--- src/rtl/snn_uart_frame_ctrl.sv ---
// snn_uart_frame_ctrl: unpacks a 98-byte uart image frame into 1-bit pixel writes, then returns the classified digit over uart.
module snn_uart_frame_ctrl #(
  parameter int NUM_BYTES  = 98,
  parameter int ADDR_WIDTH = 10,
  parameter bit ASCII_OUT  = 1'b0
) (
  input  logic                  clk,
  input  logic                  rst,
  input  logic                  rx_rdy,
  input  logic [7:0]            rx_data,
  output logic                  img_we,
  output logic [ADDR_WIDTH-1:0] img_addr,
  output logic                  img_wdata,
  output logic                  img_ready,
  input  logic                  result_valid,
  input  logic [3:0]            result_digit,
  input  logic                  tx_rdy,
  output logic                  tx_start,
  output logic [7:0]            tx_data,
  output logic                  rx_overrun
);
  typedef enum logic [1:0] {LOAD, UNPACK, WAIT_RES, SEND} state_t;
  localparam logic [ADDR_WIDTH-4:0] LAST_BYTE = (ADDR_WIDTH-3)'(NUM_BYTES - 1);
  state_t state, next;
  logic rx_q, new_byte, last_bit, frame_done;
  logic [7:0] shreg;
  logic [2:0] bit_cnt;
  logic [ADDR_WIDTH-4:0] byte_cnt;
  assign new_byte   = rx_rdy & ~rx_q;
  assign last_bit   = bit_cnt == 3'd7;
  assign frame_done = last_bit && byte_cnt == LAST_BYTE;
  always_ff @(posedge clk) state <= rst ? LOAD : next;
  always_comb begin
    next = state;
    case (state)
      LOAD:     next = new_byte ? UNPACK : LOAD;
      UNPACK:   next = last_bit ? (frame_done ? WAIT_RES : LOAD) : UNPACK;
      WAIT_RES: next = result_valid ? SEND : WAIT_RES;
      SEND:     next = tx_rdy ? LOAD : SEND;
      default:  next = LOAD;
    endcase
  end
  // pixel address is simply {byte index, bit index}, so writes land LSB first
  always_comb begin
    img_we    = state == UNPACK;
    img_addr  = img_we ? {byte_cnt, bit_cnt} : '0;
    img_wdata = img_we & shreg[bit_cnt];
    img_ready = img_we & frame_done;
    tx_start  = state == SEND && tx_rdy;
  end
  always_ff @(posedge clk) begin
    rx_q <= rx_rdy;
    if (rst) begin
      shreg      <= '0;
      bit_cnt    <= '0;
      byte_cnt   <= '0;
      tx_data    <= '0;
      rx_overrun <= 1'b0;
    end else begin
      if (state == LOAD && new_byte) begin
        shreg   <= rx_data;
        bit_cnt <= '0;
      end
      if (state == UNPACK) begin
        bit_cnt <= bit_cnt + 3'd1;
        if (last_bit) byte_cnt <= byte_cnt + 1'b1;
      end
      if (state == WAIT_RES && result_valid)
        tx_data <= ASCII_OUT ? 8'h30 + {4'h0, result_digit} : {4'h0, result_digit};
      if (tx_start) byte_cnt <= '0;
      if (new_byte && state != LOAD) rx_overrun <= 1'b1;
    end
  end
endmodule
--- config.mk ---
export PLATFORM = sky130hd
export DESIGN_NAME = snn_uart_frame_ctrl
export DESIGN_NICKNAME = d
export VERILOG_FILES = /design/src/rtl/snn_uart_frame_ctrl.sv
export SDC_FILE = /design/constraint.sdc
export NUM_CORES = 1
export LEC_CHECK = 0
export CORE_MARGIN = 5
export CORE_UTILIZATION = 30
export DETAILED_ROUTE_END_ITERATION = 12
export PLACE_DENSITY = 0.7
export SLEW_MARGIN = 40
export SYNTH_ARGS = -nofsm -noshare
export SYNTH_HDL_FRONTEND = slang
export SYNTH_SLANG_ARGS = --single-unit
--- constraint.sdc ---
create_clock -name clk -period 1.7 [get_ports clk]
set_input_delay 0.34 -clock clk [delete_from_list [all_inputs] [get_ports clk]]
set_output_delay 0.34 -clock clk [all_outputs]
set_load 0.02 [all_outputs]
==> run summary, run 1 <==
CP startpoint: bit_cnt[1]
sequential area share after synthesis: 41.0%
max cap viols: 0
site row count: 23
Final Cycle Share: 107%
CP startpoint kind: flip-flop
post-placement setup slack: -0.343 ns
post-route minimum period: 1.82 ns
Vias/cell: 4.74
fillers: 386
Hold Crit Start: rx_overrun
TritonRoute pass-1 iters: 4
largest net degree at the start of global routing: 18
Hold Crit Class: reg -> reg
Die ar.: 5630 sq um
clk_skew: 0.00422 ns
failing checks: setup timing
Starting DRT DRC Count: 144
setup ws final: -0.119 ns
clock buffer depth: 2
core outline area: 4060 sq um
TritonCTS Buffers: 3
final hold viol count: 0
total wire length: 3110 microns
Final setup viols: 2
share of cells above drive strength 1: 28.2%
# port buffers: 35
wire length per cell: 12.3 microns
final core occ: 46.7%
Worst setup EP type: primary output
routed vias: 1194
synth warn: 0
crit path cell chain: buf_4 > mux2_2 > nor3b_2 > nor4_2 > buf_4
antenna violations before repair: 0
total track usage: 11.8%
unrepaired setup endpoints after global routing: true
first-pass GRT wire length: 5110 microns
chip width: 75.1 microns
CTS Sinks: 26
Req. time, crit path: 1.36 ns
status: complete, but fails checks
critical path class: reg -> out
power per cell area: 630 nW/um^2
crit path max fanout: 4
Critical Path Max Stage Delay: 0.38 ns
Nets: 224
HPWL after DPL: 2300 microns
Starting Density: 31.3%
cts hold-fix bufs: 0
vias in the first global route: 1120
Synth Register Bits: 26
clk_lat worst skew: 0.27 ns
Detail Route Antenna Nets: 0
Leak Pwr: 0.803 nW
most frequent cells in the layout: buf_4 (25), dfxtp_1 (23), nand2_1 (22), clkdlybuf4s50_1 (21), a21oi_1 (17)
GPL Wtd Cong: 0.845
R2R Path Start: bit_cnt[1]
synthesized area: 1270 sq um
WHS: 0.455 ns
CTS root buf: clkbuf_8
Final Slew Violations: 0
io pins: 40
Reg clk slew, reported paths: 0.09 ns
synthesized area per cell: 8.76 sq um
slowest CP cell: dfxtp_4
total gr overflow: 0
CTS tree: built
Crit path top cell by count: buf_4
Antenna Cells: 0
Netlist cell types: 34
crit path DAT: 1.48 ns
DRC viols: 0
Cells after Synth: 145
max frequency: 550 MHz
commonest non-fill, non-tap cell in the layout: buf_4
area grow syn2layout: 49.3%
htree depth: 1
Chip Height: 75.1 microns
Worst VDD drop: 0.280 mV
per-layer routing:
metal	global-route usage (%)	vias to the layer above	share of wire (%)
li1	-	609	-
met5	0	-	0
met4	6.52	0	2.4
met3	1.47	5	4.9
met1	14.7	548	44
met2	19.6	32	49
critical path: cells and delay by family (launching register included):
kind	cells	cell delay (ns)
buffers and inverters	2	0.26
multiplexers	1	0.33
AND/OR/NAND/NOR	2	0.24
flip-flops	1	0.38
synthesized netlist by cell type (all sizes together):
cell / instances / area, sq um
ha: 4 / 50.1
nand3b: 2 / 15.0
nand2b: 2 / 12.5
nor4b: 1 / 15.0
a311oi: 1 / 8.76
nor4: 2 / 12.5
o31ai: 2 / 15.0
mux4: 1 / 22.5
dfxtp: 26 / 521
inv: 4 / 15.0
mux2i: 6 / 60.1
clkbuf: 2 / 7.51
nand3: 3 / 15.0
nand2: 23 / 86.3
a21oi: 18 / 90.1
or4b: 1 / 13.8
or3: 2 / 12.5
mux2: 1 / 11.3
nand4b: 3 / 41.3
or4: 3 / 22.5
buf: 9 / 61.3
nor3b: 1 / 7.51
or2: 1 / 6.26
nor2b: 1 / 6.26
and3: 2 / 12.5
xor2: 2 / 17.5
nor2: 8 / 30.0
a31oi: 1 / 6.26
conb: 1 / 3.75
and2: 9 / 56.3
o21ai: 3 / 15.0
power by group:
group          switching, mW  leakage, nW  internal [mW]  total, mW
clock network          0.194       0.0288          0.207      0.401
logic                 0.0751        0.562         0.0857      0.161
registers             0.0103        0.213          0.623      0.633
total                  0.279        0.803          0.916       1.20
logic make-up (layout without fill, tap and decap cells):
| kind of cell | Yosys count | count (layout) | synth area share (%) |
|---|---|---|---|
| adder cells (fa/ha/maj) | 4 | 4 | 3.94 |
| other | 1 | 4 | 0.295 |
| flip-flops | 26 | 26 | 41.0 |
| XOR/XNOR | 2 | 2 | 1.38 |
| AO/OA/AOI/OAI | 25 | 25 | 10.6 |
| buffers and inverters | 15 | 69 | 6.60 |
| AND/OR/NAND/NOR | 64 | 64 | 28.8 |
| multiplexers | 8 | 8 | 7.39 |
layout make-up:
| type | instances | area, sq um | share of cell area, % |
|---|---|---|---|
| Sequential cell | 26 | 527 | 27.8 |
| Timing Repair inverter | 1 | 7.51 | 0.396 |
| Timing Repair Buffer | 60 | 512 | 27.0 |
| Clock buffer | 4 | 55.1 | 2.90 |
| Tap cell | 50 | 62.6 | 3.30 |
| Inverter | 4 | 15.0 | 0.792 |
| Multi-Input combinational cell | 107 | 717 | 37.8 |
per-stage QoR:
step	std cells	instance area [sq um]	setup TNS (ns)	total power [mW]
floorplan	148	1290	-0.0393	0.725
global placement	242	1790	-2.75	0.789
detailed placement	242	1790	-3.23	0.793
CTS	250	1870	-0.228	1.20
global route	252	1900	-0.369	1.25
finish	252	1900	-0.199	1.20
registers in the layout, indices dropped and copies added, names as in the netlist:
name / flops
shreg: 8
byte_cnt: 7
tx_data: 4
bit_cnt: 3
state: 2
rx_overrun: 1
rx_q: 1
path summary, 6_finish.rpt:
kind | slack [ns] | cells after the start | to
worst min-delay path | 0.45 | 2 | rx_overrun
worst max-delay path | -0.12 | 5 | img_wdata
worst min register to register | 0.45 | 2 | rx_overrun
worst max register to register | 0.04 | 6 | byte_cnt[6]
timing repair:
action | CTS | global route
buffers inserted | 3 | 2
pin swaps | 0 | 1
cloned | 1 | 0
gates resized for setup | 37 | 21
endpoints found under the setup margin | 17 | 18
No activity file was read; power rests on OpenSTA's default activity.
==> run 2: changes to the inputs <==
CORE_ASPECT_RATIO = 2   (was default)
==> run summary, run 2 (synthesized netlist as in run 1, its figures left out) <==
CTS Sinks: 26 (unchanged)
Vias/cell: 4.68 (-1.2%)
# port buffers: 35 (unchanged)
clock buffer depth: 2 (unchanged)
Hold Crit Start: shreg[1]
setup ws final: -0.134 ns (-0.0156 ns)
routed vias: 1208 (+1.2%)
htree depth: 1 (unchanged)
Reg clk slew, reported paths: 0.08 ns (about the same)
fillers: 400 (+3.6%)
unrepaired setup endpoints after global routing: true
final hold viol count: 0 (unchanged)
crit path cell chain: buf_4 > ha_4 > ha_4 > nand3b_1 > nor4_2 > buf_4
clk_skew: 0.00751 ns (+0.00329 ns)
first-pass GRT wire length: 5200 microns (+1.7%)
clk_lat worst skew: 0.28 ns (about the same)
post-route minimum period: 1.83 ns (+0.0156 ns)
crit path max fanout: 3 (-1)
slowest CP cell: dfxtp_2
crit-path leading delay family: flip-flops
final core occ: 47.2% (+0.48 points)
wire length per cell: 12.3 microns (about the same)
Final Cycle Share: 108% (+0.92 points)
Critical Path Max Stage Delay: 0.36 ns (-0.02 ns)
total wire length: 3180 microns (+2.3%)
Starting DRT DRC Count: 12 (-92%)
max frequency: 545 MHz (-0.85%)
total gr overflow: 0 (unchanged)
share of cells above drive strength 1: 33.5% (+5.3 points)
Worst VDD drop: 0.563 mV (+100%)
total track usage: 11.5% (-0.32 points)
GPL Wtd Cong: 0.821 (-2.7%)
CP startpoint kind: flip-flop
Nets: 228 (+1.8%)
R2R Path Start: bit_cnt[1]
final instance area: 1930 sq um (+1.8%)
post-placement setup slack: -0.365 ns (-0.0218 ns)
CTS root buf: clkbuf_8
commonest non-fill, non-tap cell in the layout: buf_4
DRC viols: 0 (unchanged)
TritonCTS Buffers: 3 (unchanged)
Leak Pwr: 0.837 nW (+4.2%)
Hold Crit Class: reg -> reg
HPWL after DPL: 2460 microns (+7.3%)
largest net degree at the start of global routing: 18 (unchanged)
Die ar.: 5710 sq um (+1.4%)
Starting Density: 31.1% (-0.23 points)
failing checks: setup timing
chip width: 56.0 microns (-25%)
CTS tree: built
Largest Register: shreg
vias in the first global route: 1197 (+6.9%)
Antenna Cells: 0 (unchanged)
Tot Pwr: 1.19 mW (-0.30%)
io pins: 40 (unchanged)
critical path class: reg -> out
antenna violations before repair: 0 (unchanged)
max cap viols: 0 (unchanged)
area grow syn2layout: 51.9%
Detail Route Antenna Nets: 0 (unchanged)
Final setup viols: 3 (+1)
Chip Height: 102 microns (+36%)
Req. time, crit path: 1.36 ns (about the same)
Final Slew Violations: 0 (unchanged)
TritonRoute pass-1 iters: 4 (unchanged)
Worst setup EP type: primary output
Layout Cells excl Fill: 258 (+2.4%)
most frequent cells in the layout: buf_4 (31), nand2_1 (22), dfxtp_1 (22), clkdlybuf4s50_1 (21), a21oi_1 (16)
max reg flops: 8 (unchanged)
crit path DAT: 1.49 ns (about the same)
biggest regs: shreg: 8 flops, byte_cnt: 7 flops, tx_data: 4 flops
site row count: 33 (+43%)
power per cell area: 618 nW/um^2 (-2.0%)
core outline area: 4090 sq um (+0.74%)
status: complete, but fails checks
placed instance area: 1830 sq um (+2.2%)
dpl cells: 249 (+2.9%)
Buf/Inv on CP: 2 (unchanged)
CP startpoint: bit_cnt[1]
==> run 2: changes by cell type in the layout (fill, tap and decap cells not counted), sizes merged <==
cell and change:
buf +8, clkbuf +3, clkdlybuf4s15 -7, clkinvlp -1, dlygate4sd2 +1
==> run 2: power breakdown <==
part           total (mW)  switching (mW)  leakage (nW)  internal, mW
clock network       0.402           0.195        0.0288         0.207
logic               0.154          0.0726         0.595        0.0817
registers           0.635          0.0106         0.213         0.624
==> run 2: cell type report <==
cell class	instances	area [sq um]	area share, %
Timing Repair Buffer	65	518	26.8
Multi-Input combinational cell	107	748	38.8
Inverter	4	17.5	0.908
Tap cell	52	65.1	3.37
Sequential cell	26	526	27.2
Clock buffer	4	55.1	2.85
==> run 2: what timing repair did <==
action	in CTS	in global routing
pin swaps	5	4
buffers inserted	5	0
hold buffers	0	0
setup endpoints to repair	17	18
gates resized for setup	47	23
==> run 2: tightest hold or removal path, cell delays in order (launching register included) <==
cell	delay [ns]
dfxtp_1	0.31
nand2_1	0.05
a21oi_1	0.05
==> run 2: final timing paths <==
check                           cells after the start          end  slack, ns
worst max-delay path                                6    img_ready      -0.13
worst min-delay path                                2     shreg[1]       0.46
worst min register to register                      2     shreg[1]       0.46
worst max register to register                      9  byte_cnt[4]      -0.01
==> run 2: per-layer routing <==
| metal | share of wire (%) | wire length, microns | GRT usage [%] | vias up |
|---|---|---|---|---|
| met2 | 57 | 1800 | 23.2 | 31 |
| met1 | 36 | 1160 | 11.0 | 556 |
| met4 | 1.7 | 54 | 4.75 | 0 |
| met3 | 5.2 | 166 | 2.28 | 7 |
| met5 | 0 | 0 | 0 | - |
| li1 | - | - | - | 614 |
==> run 2: metrics by stage <==
stage | TNS [ns] | hold WS, ns
after global routing | -0.681 | 0.482
final | -0.264 | 0.457
after floorplan | -0.0393 | 0.368
after detailed placement | -2.76 | 0.445
after CTS | -0.264 | 0.457
after global placement | -2.49 | 0.435
==> run 3: changes to the inputs <==
RECOVER_POWER = 50   (was default)
==> run summary, run 3 (synthesized netlist as in run 1, its figures left out) <==
# port buffers: 35 (unchanged)
Worst R2R Path Depth: 9 (unchanged)
CTS root buf: clkbuf_8
chip width: 56.0 microns (unchanged)
Chip Height: 102 microns (unchanged)
wire length per cell: 12.3 microns (unchanged)
cts hold-fix bufs: 0 (unchanged)
max reg flops: 8 (unchanged)
Die ar.: 5710 sq um (unchanged)
first-pass GRT wire length: 5200 microns (unchanged)
largest net degree at the start of global routing: 18 (unchanged)
slowest CP cell: dfxtp_2
total wire length: 3180 microns (unchanged)
share of cells above drive strength 1: 30.1% (-3.4 points)
WHS: 0.457 ns (unchanged)
post-placement setup slack: -0.365 ns (unchanged)
Starting Density: 31.1% (unchanged)
Antenna Cells: 0 (unchanged)
total gr overflow: 0 (unchanged)
max frequency: 545 MHz (about the same)
Reg clk slew, reported paths: 0.08 ns (about the same)
CTS Sinks: 26 (unchanged)
Starting DRT DRC Count: 10 (-2)
vias in the first global route: 1197 (unchanged)
failing checks: setup timing
clk_lat worst skew: 0.28 ns (about the same)
Worst VDD drop: 0.563 mV (about the same)
Leak Pwr: 0.814 nW (-2.7%)
Hold Crit Class: reg -> reg
max cap viols: 0 (unchanged)
hold path depth: 2 (unchanged)
final core occ: 46.9% (-0.34 points)
status: complete, but fails checks
power per cell area: 620 nW/um^2 (+0.43%)
commonest non-fill, non-tap cell in the layout: buf_4
area grow syn2layout: 50.8%
final hold viol count: 0 (unchanged)
clock buffer depth: 2 (unchanged)
TritonCTS Buffers: 3 (unchanged)
biggest regs: shreg: 8 flops, byte_cnt: 7 flops, tx_data: 4 flops
critical path class: reg -> out
Worst setup EP type: primary output
crit path cell chain: buf_4 > ha_4 > ha_4 > nand3b_1 > nor4_2 > buf_4
Detail Route Antenna Nets: 0 (unchanged)
Multi-input gate area: 748 sq um (unchanged)
CP startpoint kind: flip-flop
crit path max fanout: 3 (unchanged)
setup ws final: -0.134 ns (+0.0000870 ns)
Largest Register: shreg
Vias/cell: 4.69 (+0.25%)
fillers: 408 (+2.0%)
clk_skew: 0.00767 ns (+0.000157 ns)
htree depth: 1 (unchanged)
unrepaired setup endpoints after global routing: true
Critical Path Max Stage Delay: 0.36 ns (about the same)
site row count: 33 (unchanged)
io pins: 40 (unchanged)
routed vias: 1211 (+0.25%)
TritonRoute pass-1 iters: 4 (unchanged)
setup TNS: -0.307 ns (-0.0426 ns)
CTS tree: built
total track usage: 11.5% (unchanged)
crit path DAT: 1.49 ns (about the same)
Req. time, crit path: 1.36 ns (about the same)
most frequent cells in the layout: buf_4 (28), dfxtp_1 (23), nand2_1 (22), clkdlybuf4s50_1 (20), a21oi_1 (16)
core outline area: 4090 sq um (unchanged)
post-route minimum period: 1.83 ns (-0.0000870 ns)
Final Slew Violations: 0 (unchanged)
antenna violations before repair: 0 (unchanged)
HPWL after DPL: 2460 microns (unchanged)
DRC viols: 0 (unchanged)
storage element area: 524 sq um (-0.24%)
GPL Wtd Cong: 0.821 (unchanged)
Final Cycle Share: 108% (about the same)
Final setup viols: 4 (+1)
Nets: 228 (unchanged)
-- run 3: cell types whose count changed in the layout (fill, tap and decap cells not counted), sizes merged --
cell | previous run | this run
clkbuf | 11 | 14
dlygate4sd3 | 0 | 1
buf | 36 | 33
clkdlybuf4s50 | 21 | 20
-- run 3: power by group --
part | total [mW] | internal [mW] | switching, mW
registers | 0.635 | 0.624 | 0.0105
clock network | 0.402 | 0.207 | 0.195
logic | 0.151 | 0.0787 | 0.0724
total | 1.19 | 0.910 | 0.278
-- run 3: final timing paths --
path | slack, ns | endpoint | from
hold / removal | 0.46 | shreg[1] | shreg[1]
hold reg to reg | 0.46 | shreg[1] | shreg[1]
setup reg to reg | -0.01 | byte_cnt[4] | bit_cnt[1]
setup / recovery | -0.13 | img_ready | bit_cnt[1]
-- run 3: layout make-up --
type	count	share of cell area (%)
inverters	4	0.914
repair buffers	65	26.4
flip-flops and latches	26	27.4
clock buffers	4	2.87
well taps	52	3.40
multi-input cells	107	39.1
-- run 3: timing repair --
action	4_1_cts	5_1_grt
setup endpoints to repair	17	18
endpoints found under the hold margin	0	0
resized for setup	47	23
buffers inserted	5	0
pin swaps	5	4
-- run 3: worst max-delay path, delay by kind of cell, from the launching register on --
family | cells | cell delay, ns
simple gates | 2 | 0.31
buf+inv | 2 | 0.31
fa+ha+maj | 2 | 0.24
flops | 1 | 0.36
-- run 3: metrics by stage --
stage          area (sq um)  power [mW]  instances
5_1_grt                1920        1.26        258
4_1_cts                1950        1.20        258
3_3_place_gp           1830       0.793        249
6_report               1920        1.19        258
3_5_place_dp           1830       0.796        249
2_1_floorplan          1290       0.725        148
-- run 3: per-layer routing --
metal / global-route usage, % / share of wire, % / vias up
met4: 4.75 / 1.7 / 0
met1: 11.0 / 37 / 558
li1: - / - / 615
met3: 2.28 / 4.9 / 7
met2: 23.2 / 57 / 31
met5: 0 / 0 / -
